`config.mk`:
```
export PLATFORM = sky130hd
export DESIGN_NAME = slot_dispatcher_flat
export DESIGN_NICKNAME = d
export VERILOG_FILES = /design/src/rtl/slot_dispatcher_if.sv /design/src/rtl/slot_dispatcher.sv /design/src/flat_wrapper.sv
export SDC_FILE = /design/constraint.sdc
export NUM_CORES = 1
export LEC_CHECK = 0
export ABC_AREA = 0
export CAP_MARGIN = 20
export CORE_ASPECT_RATIO = 1.25
export CORE_MARGIN = 3
export CORE_UTILIZATION = 46
export DETAILED_ROUTE_END_ITERATION = 10
export GPL_TIMING_DRIVEN = 1
export HOLD_SLACK_MARGIN = 0.15
export PLACE_DENSITY = 0.81
export SYNTH_ARGS = -nofsm -noshare
export SYNTH_HDL_FRONTEND = slang
export SYNTH_SLANG_ARGS = --single-unit
```
`constraint.sdc`:
```
create_clock -name clk -period 2.6 [get_ports clk]
set_clock_uncertainty 0.1 [all_clocks]
set_input_delay 0.78 -clock clk [delete_from_list [all_inputs] [get_ports clk]]
set_output_delay 0.78 -clock clk [all_outputs]
set_load 0.005 [all_outputs]
```
`src/rtl/slot_dispatcher_if.sv`:
```
// Slot-table read/write port plus DMA command/completion channel of the slot dispatcher.
// cmd: cmd_valid rises with stable cmd_* fields and stays high until a cycle with cmd_ready; the beat transfers on that edge.
interface slot_dispatcher_if #(
  parameter int INDEX_WIDTH    = 2,
  parameter int SRC_ADDR_WIDTH = 32,
  parameter int SRC_SIZE_WIDTH = 26,
  parameter int DST_ADDR_WIDTH = 32,
  parameter int DST_SIZE_WIDTH = 26,
  parameter int STATUS_WIDTH   = 2,
  parameter int PROFILE_WIDTH  = 32
);
  logic [INDEX_WIDTH-1:0]    rd_index;
  logic [SRC_ADDR_WIDTH-1:0] rd_src_addr;
  logic [SRC_SIZE_WIDTH-1:0] rd_src_size;
  logic [DST_ADDR_WIDTH-1:0] rd_des_addr;
  logic [DST_SIZE_WIDTH-1:0] rd_des_size;
  logic [STATUS_WIDTH-1:0]   rd_status;
  logic [INDEX_WIDTH-1:0]    wr_index;
  logic [STATUS_WIDTH-1:0]   wr_status;
  logic                      set_status;
  logic [PROFILE_WIDTH-1:0]  wr_profile;
  logic                      set_profile;
  logic                      cmd_valid;
  logic                      cmd_ready;
  logic [SRC_ADDR_WIDTH-1:0] cmd_src_addr;
  logic [SRC_SIZE_WIDTH-1:0] cmd_src_size;
  logic [DST_ADDR_WIDTH-1:0] cmd_des_addr;
  logic [DST_SIZE_WIDTH-1:0] cmd_des_size;
  logic                      cpl_valid;
  logic                      cpl_error;

  modport master (
    output rd_index,
    input  rd_src_addr, rd_src_size, rd_des_addr, rd_des_size, rd_status,
    output wr_index, wr_status, set_status, wr_profile, set_profile,
    output cmd_valid, cmd_src_addr, cmd_src_size, cmd_des_addr, cmd_des_size,
    input  cmd_ready, cpl_valid, cpl_error
  );

  modport slave (
    input  rd_index,
    output rd_src_addr, rd_src_size, rd_des_addr, rd_des_size, rd_status,
    input  wr_index, wr_status, set_status, wr_profile, set_profile,
    input  cmd_valid, cmd_src_addr, cmd_src_size, cmd_des_addr, cmd_des_size,
    output cmd_ready, cpl_valid, cpl_error
  );
endinterface

```
`src/rtl/slot_dispatcher.sv`:
```
// Walks the DFX slot table, issues one DMA command per PENDING slot and
// writes back status plus a completion-latency profile.
module slot_dispatcher #(
  parameter int INDEX_WIDTH    = 2,
  parameter int SRC_ADDR_WIDTH = 32,
  parameter int SRC_SIZE_WIDTH = 26,
  parameter int DST_ADDR_WIDTH = 32,
  parameter int DST_SIZE_WIDTH = 26,
  parameter int STATUS_WIDTH   = 2,
  parameter int PROFILE_WIDTH  = 32
) (
  input  logic                   clk,
  input  logic                   reset,
  input  logic                   start,
  input  logic [INDEX_WIDTH-1:0] last_index,
  output logic                   busy,
  output logic                   scan_done,
  output logic [INDEX_WIDTH:0]   err_count,
  output logic [2:0]             state_dbg,
  slot_dispatcher_if.master      tbl
);
  localparam logic [STATUS_WIDTH-1:0] ST_PENDING = STATUS_WIDTH'(1);
  localparam logic [STATUS_WIDTH-1:0] ST_DONE    = STATUS_WIDTH'(2);
  localparam logic [STATUS_WIDTH-1:0] ST_ERROR   = STATUS_WIDTH'(3);

  typedef enum logic [2:0] {S_IDLE, S_FETCH, S_ISSUE, S_WAIT, S_WB, S_NEXT} state_t;

  state_t                    state_q, state_d;
  logic [INDEX_WIDTH-1:0]    cur_q, cur_d, last_q, last_d;
  logic [INDEX_WIDTH:0]      err_q, err_d;
  logic [PROFILE_WIDTH-1:0]  cnt_q, cnt_d, cnt_inc;
  logic                      cmd_valid_q, cmd_valid_d;
  logic [SRC_ADDR_WIDTH-1:0] src_addr_q, src_addr_d;
  logic [SRC_SIZE_WIDTH-1:0] src_size_q, src_size_d;
  logic [DST_ADDR_WIDTH-1:0] des_addr_q, des_addr_d;
  logic [DST_SIZE_WIDTH-1:0] des_size_q, des_size_d;
  logic [STATUS_WIDTH-1:0]   wr_status_q, wr_status_d;
  logic [PROFILE_WIDTH-1:0]  wr_profile_q, wr_profile_d;
  logic                      set_q, set_d;
  logic                      done_q, done_d;

  // The latency counter sticks at all-ones instead of wrapping to a tiny profile.
  assign cnt_inc = (cnt_q == '1) ? cnt_q : cnt_q + PROFILE_WIDTH'(1);

  always_comb begin
    state_d      = state_q;
    cur_d        = cur_q;
    last_d       = last_q;
    err_d        = err_q;
    cnt_d        = cnt_q;
    cmd_valid_d  = cmd_valid_q;
    src_addr_d   = src_addr_q;
    src_size_d   = src_size_q;
    des_addr_d   = des_addr_q;
    des_size_d   = des_size_q;
    wr_status_d  = wr_status_q;
    wr_profile_d = wr_profile_q;
    set_d        = 1'b0;
    done_d       = 1'b0;
    case (state_q)
      S_IDLE: begin
        if (start) begin
          last_d  = last_index;
          cur_d   = '0;
          err_d   = '0;
          state_d = S_FETCH;
        end
      end
      S_FETCH: begin
        if (tbl.rd_status != ST_PENDING) begin
          state_d = S_NEXT;
        end else if (tbl.rd_src_size == '0) begin
          wr_status_d  = ST_ERROR;
          wr_profile_d = '0;
          set_d        = 1'b1;
          state_d      = S_WB;
        end else begin
          src_addr_d  = tbl.rd_src_addr;
          src_size_d  = tbl.rd_src_size;
          des_addr_d  = tbl.rd_des_addr;
          des_size_d  = tbl.rd_des_size;
          cmd_valid_d = 1'b1;
          state_d     = S_ISSUE;
        end
      end
      S_ISSUE: begin
        if (tbl.cmd_ready) begin
          cmd_valid_d = 1'b0;
          cnt_d       = '0;
          state_d     = S_WAIT;
        end
      end
      S_WAIT: begin
        // The completion cycle itself is counted, so the earliest profile is 1.
        cnt_d = cnt_inc;
        if (tbl.cpl_valid) begin
          wr_status_d  = tbl.cpl_error ? ST_ERROR : ST_DONE;
          wr_profile_d = cnt_inc;
          set_d        = 1'b1;
          state_d      = S_WB;
        end
      end
      S_WB: begin
        if (wr_status_q == ST_ERROR) err_d = err_q + (INDEX_WIDTH+1)'(1);
        state_d = S_NEXT;
      end
      S_NEXT: begin
        if (cur_q == last_q) begin
          done_d  = 1'b1;
          state_d = S_IDLE;
        end else begin
          cur_d   = cur_q + INDEX_WIDTH'(1);
          state_d = S_FETCH;
        end
      end
      default: state_d = S_IDLE;
    endcase
  end

  always_ff @(posedge clk or negedge reset) begin
    if (!reset) begin
      state_q      <= S_IDLE;
      cur_q        <= '0;
      last_q       <= '0;
      err_q        <= '0;
      cnt_q        <= '0;
      cmd_valid_q  <= 1'b0;
      src_addr_q   <= '0;
      src_size_q   <= '0;
      des_addr_q   <= '0;
      des_size_q   <= '0;
      wr_status_q  <= '0;
      wr_profile_q <= '0;
      set_q        <= 1'b0;
      done_q       <= 1'b0;
    end else begin
      state_q      <= state_d;
      cur_q        <= cur_d;
      last_q       <= last_d;
      err_q        <= err_d;
      cnt_q        <= cnt_d;
      cmd_valid_q  <= cmd_valid_d;
      src_addr_q   <= src_addr_d;
      src_size_q   <= src_size_d;
      des_addr_q   <= des_addr_d;
      des_size_q   <= des_size_d;
      wr_status_q  <= wr_status_d;
      wr_profile_q <= wr_profile_d;
      set_q        <= set_d;
      done_q       <= done_d;
    end
  end

  assign busy             = (state_q != S_IDLE);
  assign scan_done        = done_q;
  assign err_count        = err_q;
  assign state_dbg        = state_q;
  assign tbl.rd_index     = cur_q;
  assign tbl.wr_index     = cur_q;
  assign tbl.wr_status    = wr_status_q;
  assign tbl.wr_profile   = wr_profile_q;
  assign tbl.set_status   = set_q;
  assign tbl.set_profile  = set_q;
  assign tbl.cmd_valid    = cmd_valid_q;
  assign tbl.cmd_src_addr = src_addr_q;
  assign tbl.cmd_src_size = src_size_q;
  assign tbl.cmd_des_addr = des_addr_q;
  assign tbl.cmd_des_size = des_size_q;
endmodule
```
`src/flat_wrapper.sv`:
```
// flat-port wrapper written by rule: the top's interface ports become plain ports
module slot_dispatcher_flat 
#(
  parameter int INDEX_WIDTH    = 2,
  parameter int SRC_ADDR_WIDTH = 32,
  parameter int SRC_SIZE_WIDTH = 26,
  parameter int DST_ADDR_WIDTH = 32,
  parameter int DST_SIZE_WIDTH = 26,
  parameter int STATUS_WIDTH   = 2,
  parameter int PROFILE_WIDTH  = 32
)
  (clk, reset, start, last_index, busy, scan_done, err_count, state_dbg, tbl_rd_index, tbl_rd_src_addr, tbl_rd_src_size, tbl_rd_des_addr, tbl_rd_des_size, tbl_rd_status, tbl_wr_index, tbl_wr_status, tbl_set_status, tbl_wr_profile, tbl_set_profile, tbl_cmd_valid, tbl_cmd_src_addr, tbl_cmd_src_size, tbl_cmd_des_addr, tbl_cmd_des_size, tbl_cmd_ready, tbl_cpl_valid, tbl_cpl_error);
  slot_dispatcher_if #(.INDEX_WIDTH(INDEX_WIDTH), .SRC_ADDR_WIDTH(SRC_ADDR_WIDTH), .SRC_SIZE_WIDTH(SRC_SIZE_WIDTH), .DST_ADDR_WIDTH(DST_ADDR_WIDTH), .DST_SIZE_WIDTH(DST_SIZE_WIDTH), .STATUS_WIDTH(STATUS_WIDTH), .PROFILE_WIDTH(PROFILE_WIDTH)) tbl_i ();
  input  logic clk;
  input  logic reset;
  input  logic start;
  input  logic [INDEX_WIDTH-1:0] last_index;
  output logic busy;
  output logic scan_done;
  output logic [INDEX_WIDTH:0] err_count;
  output logic [2:0] state_dbg;
  output wire logic [$bits(tbl_i.rd_index)-1:0] tbl_rd_index;
  input wire logic [$bits(tbl_i.rd_src_addr)-1:0] tbl_rd_src_addr;
  input wire logic [$bits(tbl_i.rd_src_size)-1:0] tbl_rd_src_size;
  input wire logic [$bits(tbl_i.rd_des_addr)-1:0] tbl_rd_des_addr;
  input wire logic [$bits(tbl_i.rd_des_size)-1:0] tbl_rd_des_size;
  input wire logic [$bits(tbl_i.rd_status)-1:0] tbl_rd_status;
  output wire logic [$bits(tbl_i.wr_index)-1:0] tbl_wr_index;
  output wire logic [$bits(tbl_i.wr_status)-1:0] tbl_wr_status;
  output wire logic [$bits(tbl_i.set_status)-1:0] tbl_set_status;
  output wire logic [$bits(tbl_i.wr_profile)-1:0] tbl_wr_profile;
  output wire logic [$bits(tbl_i.set_profile)-1:0] tbl_set_profile;
  output wire logic [$bits(tbl_i.cmd_valid)-1:0] tbl_cmd_valid;
  output wire logic [$bits(tbl_i.cmd_src_addr)-1:0] tbl_cmd_src_addr;
  output wire logic [$bits(tbl_i.cmd_src_size)-1:0] tbl_cmd_src_size;
  output wire logic [$bits(tbl_i.cmd_des_addr)-1:0] tbl_cmd_des_addr;
  output wire logic [$bits(tbl_i.cmd_des_size)-1:0] tbl_cmd_des_size;
  input wire logic [$bits(tbl_i.cmd_ready)-1:0] tbl_cmd_ready;
  input wire logic [$bits(tbl_i.cpl_valid)-1:0] tbl_cpl_valid;
  input wire logic [$bits(tbl_i.cpl_error)-1:0] tbl_cpl_error;
  assign tbl_rd_index = tbl_i.rd_index;
  assign tbl_i.rd_src_addr = tbl_rd_src_addr;
  assign tbl_i.rd_src_size = tbl_rd_src_size;
  assign tbl_i.rd_des_addr = tbl_rd_des_addr;
  assign tbl_i.rd_des_size = tbl_rd_des_size;
  assign tbl_i.rd_status = tbl_rd_status;
  assign tbl_wr_index = tbl_i.wr_index;
  assign tbl_wr_status = tbl_i.wr_status;
  assign tbl_set_status = tbl_i.set_status;
  assign tbl_wr_profile = tbl_i.wr_profile;
  assign tbl_set_profile = tbl_i.set_profile;
  assign tbl_cmd_valid = tbl_i.cmd_valid;
  assign tbl_cmd_src_addr = tbl_i.cmd_src_addr;
  assign tbl_cmd_src_size = tbl_i.cmd_src_size;
  assign tbl_cmd_des_addr = tbl_i.cmd_des_addr;
  assign tbl_cmd_des_size = tbl_i.cmd_des_size;
  assign tbl_i.cmd_ready = tbl_cmd_ready;
  assign tbl_i.cpl_valid = tbl_cpl_valid;
  assign tbl_i.cpl_error = tbl_cpl_error;
  slot_dispatcher #(.INDEX_WIDTH(INDEX_WIDTH), .SRC_ADDR_WIDTH(SRC_ADDR_WIDTH), .SRC_SIZE_WIDTH(SRC_SIZE_WIDTH), .DST_ADDR_WIDTH(DST_ADDR_WIDTH), .DST_SIZE_WIDTH(DST_SIZE_WIDTH), .STATUS_WIDTH(STATUS_WIDTH), .PROFILE_WIDTH(PROFILE_WIDTH)) u_core (.clk(clk), .reset(reset), .start(start), .last_index(last_index), .busy(busy), .scan_done(scan_done), .err_count(err_count), .state_dbg(state_dbg), .tbl(tbl_i));
endmodule
```
After elaboration in Yosys (flattened, before gate mapping)
Cells that the tools add are included.
{ "word_totals": {"register_bits": 195, "in_bits": 126, "wordCells": 87} }
{ "classes": {"add_sub_neg": 3, "eq_ne": 17, "mux": 35, "bitwise": 2, "n_reduce_logical": 16} }
{ "op_table": {"columns": ["operator", "count"], "rows": [
  ["$mux 32", 5],
  ["$pmux 32 s2", 2],
  ["$add 32x1->32 const B", 1],
  ["$eq 32x32->1 const B", 1],
  ["$logic_not 26->1", 1],
  ["$mux 3", 7],
  ["$pmux 3 s6", 1],
  ["$ne 2x2->1 const B", 6],
  ["$reduce_and 3->1", 4],
  ["$mux 1", 10],
  ["$mux 2", 5],
  ["$reduce_bool 2->1", 5],
  ["$pmux 2 s2", 2],
  ["$reduce_and 4->1", 2],
  ["$eq 3x2->1 const B", 2],
  ["$eq 3x3->1 const B", 2],
  ["$ne 2x1->1 const B", 3],
  ["$pmux 3 s2", 1],
  ["$pmux 1 s2", 2],
  ["$reduce_and 2->1", 2],
  ["$add 3x1->3 const B", 1],
  ["$eq 3x1->1 const B", 1],
  ["$logic_not 3->1", 1],
  ["$reduce_bool 3->1", 1],
  ["4 further kinds", 5]
]} }

Longest topological paths before layout
{ "depth": {"depth_word": 4, "ltp_mapped": 9, "ltp_nobuf": 7} }

Least setup slack after synthesis
No wires, ideal clock.
{ "synth_path": {"path_type": "input-to-reg", "startpoint": "input tbl_rd_src_size[15]", "endpoint": "register u_core.des_addr_q[0], in the netlist u_core.tbl.cmd_des_addr[0]", "arrival_time_ns": 2.504, "t_required_ns": 2.375, "slack_ns": -0.129, "path_stages": 8, "cell_sequence": "nor4_1 -> nand3_1 -> o21ai_0 -> or3_1 -> clkbuf_1 -> buf_2 -> buf_2 -> mux2_2"} }
{ "synth_via": {"elab_chain_cells": 3} }
{ "synth_rtl": {"columns": ["item", "line", "rtl"], "rows": [
  ["start, declared", "flat_wrapper.sv:24", "input wire logic [$bits(tbl_i.rd_src_size)-1:0] tbl_rd_src_size;"],
  ["$logic_not 26->1", "slot_dispatcher.sv:72", "end else if (tbl.rd_src_size == '0) begin"],
  ["$not 1->1 (no line)", null, null],
  ["$reduce_and 3->1 (no line)", null, null],
  ["end signal, assigned", "slot_dispatcher.sv:145", "des_addr_q <= des_addr_d;"],
  ["end, declared", "slot_dispatcher.sv:35", "logic [DST_ADDR_WIDTH-1:0] des_addr_q, des_addr_d;"]
]} }
No other way between the ends.
A chain may end at the register's enable or synchronous reset.

Worst setup path in the final report
{ "layout_path": {"startpoint": "input tbl_rd_src_size[24]", "endpoint": "register u_core.des_addr_q[29], in the netlist u_core.tbl.cmd_des_addr[29]"} }
Same word-level chain as after synthesis.

==> out/qor.csv <==
metric;value;unit
CP Capture Type;flop;
DRT Pass-1 Iters;7;
Synth Instances;720;
Max H-tree Level;4;
Period minus WS final;2720;ps
clock buffer depth;2;
peak supply drop;0.513;mV
RePlAce Congestion;0.933;
Slew headroom;65.6;%
clock power share;18.3;%
largest family of logic cells by synthesized area;multiplexers;
Core ar.;17800;um2
worst slew pin tran;511;ps
Netlist Area Pre-Place;8480;um2
initial antenna violation count;7;
static leakage;5.47;nW
beginning of the worst hold path;u_core.tbl.wr_profile[6]$_DFFE_PN0P_;
Port Buffer Count;290;
Die Ht;158;um
Mapped Nets;848;
Initial Util;47.7;%
Final setup viols;95;
Reg power frac;38.4;%
aggregate routed wire length;28900;um
Syn-to-layout area delta;51.7;%
Worst Setup SP;tbl_rd_src_size[24];
crit path kind;input port to flop;
post-synthesis mux area share;16.3;%
CTS Buf Count;17;
CTS tree;yes;
Mapped Avg Cell Area;11.8;um2
Fill cells;1244;
worst hold path class;flop to flop;
violated checks;negative setup slack;
clk_lat worst skew;430;ps
Req. time, crit path;2810;ps
max cap viols;0;
Rows;54;
DP Wirelength;19700;um
Final nets;1184;
Int Pwr;9.52;mW
share of layout cells above drive strength 1;22.4;%
r2r worst-path depth;6;
final cell count without fillers;1298;
vias;7197;
Main synth FF type;dfrtp_1;
PnR worst setup slack;-121;ps
pin count of the biggest net entering global routing;69;
Min-Delay Endpoint;u_core.tbl.wr_profile[6]$_DFFE_PN0P_;
dpl cells;1252;
die area;20100;um2
r2r startpoint;u_core.cnt_q[13]$_DFFE_PN0P_;
Worst EP arrival;2930;ps
residual DRC count;0;
vias in the first global route;7554;
pwr/cell area;1090;nW/um2
vias per inst;5.54;
Seq/Total Area, Yosys;57.6;%
CTS clk-pin slew, worst paths;80;ps
Cell variety after synth;50;
Post-Synth XOR/XNOR Area;3.10;%
post-route core utilization;72.4;%
sw power;4.54;mW
asr flop ratio synth;100;%
Post-synth EDFFs;0;
IO Pins;291;
hold path depth;2;
outcome;finished, violations left;
Final Hold Fails;0;
ANT nets after route;0;
Die Width;127;um
GRT Total Usage;28.3;%
reg-to-reg setup timing slack;170;ps
first-pass GRT wire length;43700;um
Detailed Route Iter0 Violations;448;
Overflow after GRT;0;
Sw Ratio;32.3;%
Yosys reg bits;195;
post-synthesis adder-cell area fraction;0.295;%
Slew Viols, Final;0;
Fmax;0.367;GHz
post-synthesis simple-gate area fraction;11.5;%
unrepaired setup endpoints after global routing;yes;
Root Driver;clkbuf_16;
Compound-Gate Fraction of Synth Area;8.05;%
Ys Warns;0;
drt wl/cell;22.3;um
CTS sink cnt;195;
Combinational Power Share;43.3;%
period utilization;105;%
critical path startpoint category;input port;
Critical Path Fanout Max;26;
reg2reg end;u_core.tbl.wr_profile[9]$_DFFE_PN0P_;
-- power groups by stage --
| stage | Clock [mW] | Combinational [mW] | Sequential, mW |
|---|---|---|---|
| floorplan | 0 | 2.24 | 5.33 |
| global placement | 0 | 5.69 | 5.28 |
| detailed placement | 0 | 5.85 | 5.37 |
| CTS | 2.60 | 6.05 | 5.33 |
| global route | 2.75 | 6.52 | 5.56 |
| finish | 2.57 | 6.10 | 5.39 |
-- layout by cell type, fill, tap and decap left out, types with 9 or more instances in the layout --
cell and n:
a31oi_1 13, nor2_1 24, o21ai_0 62, mux2_2 115
nand3_1 21, clkdlybuf4s50_1 274, nand2_1 75, buf_4 57
xor2_1 9, nand4_1 15, xnor2_1 21, dfrtp_1 195
clkbuf_16 17, inv_1 12, a21oi_1 16
-- synth_stat cells, types with 9 or more instances --
master	instances	area, um2
nor2_1	24	90.1
dfrtp_1	195	4880
a21oi_1	16	80.1
xor2_1	9	78.8
mux2_2	118	1330
clkbuf_1	22	82.6
buf_2	15	75.1
nand4_1	15	93.8
o21ai_0	64	320
nand2_1	75	282
inv_1	12	45.0
a31oi_1	13	81.3
nor4_1	11	68.8
nor3_1	9	45.0
nand3_1	21	105
xnor2_1	21	184
-- final cells by class --
type | instances | area [um2] | share of cell area [%]
Antenna cell | 5 | 12.5 | 0.0973
Timing Repair Buffer | 362 | 3670 | 28.6
Inverter | 12 | 45.0 | 0.350
Tap cell | 224 | 280 | 2.18
Multi-Input combinational cell | 468 | 3410 | 26.5
Sequential cell | 195 | 4880 | 37.9
Clock buffer | 19 | 433 | 3.37
Clock inverter | 13 | 126 | 0.983
-- worst max-delay path, stage by stage --
cell,delay [ps]
dlygate4sd2_1,290
nor4_2,390
nand4_1,260
o21ai_2,240
or3_4,200
buf_12,150
buf_16,200
mux2_2,400
-- sequential cells by signal (all words and copies together) (netlist names) --
name and cells:
u_core.err_count 3, u_core.scan_done 1, u_core.tbl.rd_index 2, u_core.tbl.set_profile 1
u_core.tbl.wr_status 2, u_core.last_q 2, u_core.state_dbg 3, u_core.cnt_q 32
u_core.tbl.cmd_valid 1, u_core.tbl.cmd_src_size 26, u_core.tbl.cmd_des_size 26, u_core.tbl.cmd_des_addr 32
u_core.tbl.cmd_src_addr 32, u_core.tbl.wr_profile 32
-- stage by stage --
stage          hold WS (ps)  setup TNS (ps)  area [um2]  worst slack [ps]  power, mW
2_1_floorplan           365               0        8480              7.20       7.57
3_3_place_gp            363          -77710       12000              -554       11.0
3_5_place_dp            369          -84600       12000              -631       11.2
4_1_cts                 388               0       12800              19.3       14.0
5_1_grt                 405           -1440       12900             -71.5       14.8
6_report                381           -4140       12900              -121       14.1
-- worst max path at each step --
stage                                                          to  slack [ps]  cells past startpoint
after floorplan            u_core.tbl.cmd_des_addr[0]$_DFFE_PN0P_           7                      8
after global placement     u_core.tbl.cmd_des_addr[0]$_DFFE_PN0P_        -550                      8
after detailed placement  u_core.tbl.cmd_src_addr[18]$_DFFE_PN0P_        -630                      8
after CTS                  u_core.tbl.cmd_src_addr[8]$_DFFE_PN0P_          20                      9
after global routing      u_core.tbl.cmd_des_addr[29]$_DFFE_PN0P_         -70                      8
final                     u_core.tbl.cmd_des_addr[29]$_DFFE_PN0P_        -120                      8
-- kinds of logic (layout without fill, tap and decap cells) --
logic type,count (synthesis),count (layout)
other,0,5
flip-flops,195,195
multiplexers,123,123
XOR/XNOR,30,30
buffers and inverters,57,406
AND/OR/NAND/NOR,192,192
adder cells (fa/ha/maj),2,2
AO/OA/AOI/OAI,121,121
-- routing by layer --
layer | track usage [%] | wire length, um | part of all wire [%] | vias to the layer above
met1 | 32.4 | 10800 | 37 | 3531
met4 | 10.8 | 1250 | 4.3 | 6
li1 | - | - | - | 3241
met3 | 8.71 | 2320 | 8.0 | 85
met2 | 49.6 | 14500 | 50 | 334
met5 | 0 | 47 | 0.16 | -
-- what timing repair did --
item                                   CTS  global route
pin swaps                                8             8
gates resized for setup                 24            15
gates cloned                             4             0
hold buffers                             1             0
buffers inserted                         4             1
setup endpoints to repair              146           120
endpoints found under the hold margin   24             0
Power figures use the tool's default switching activity.
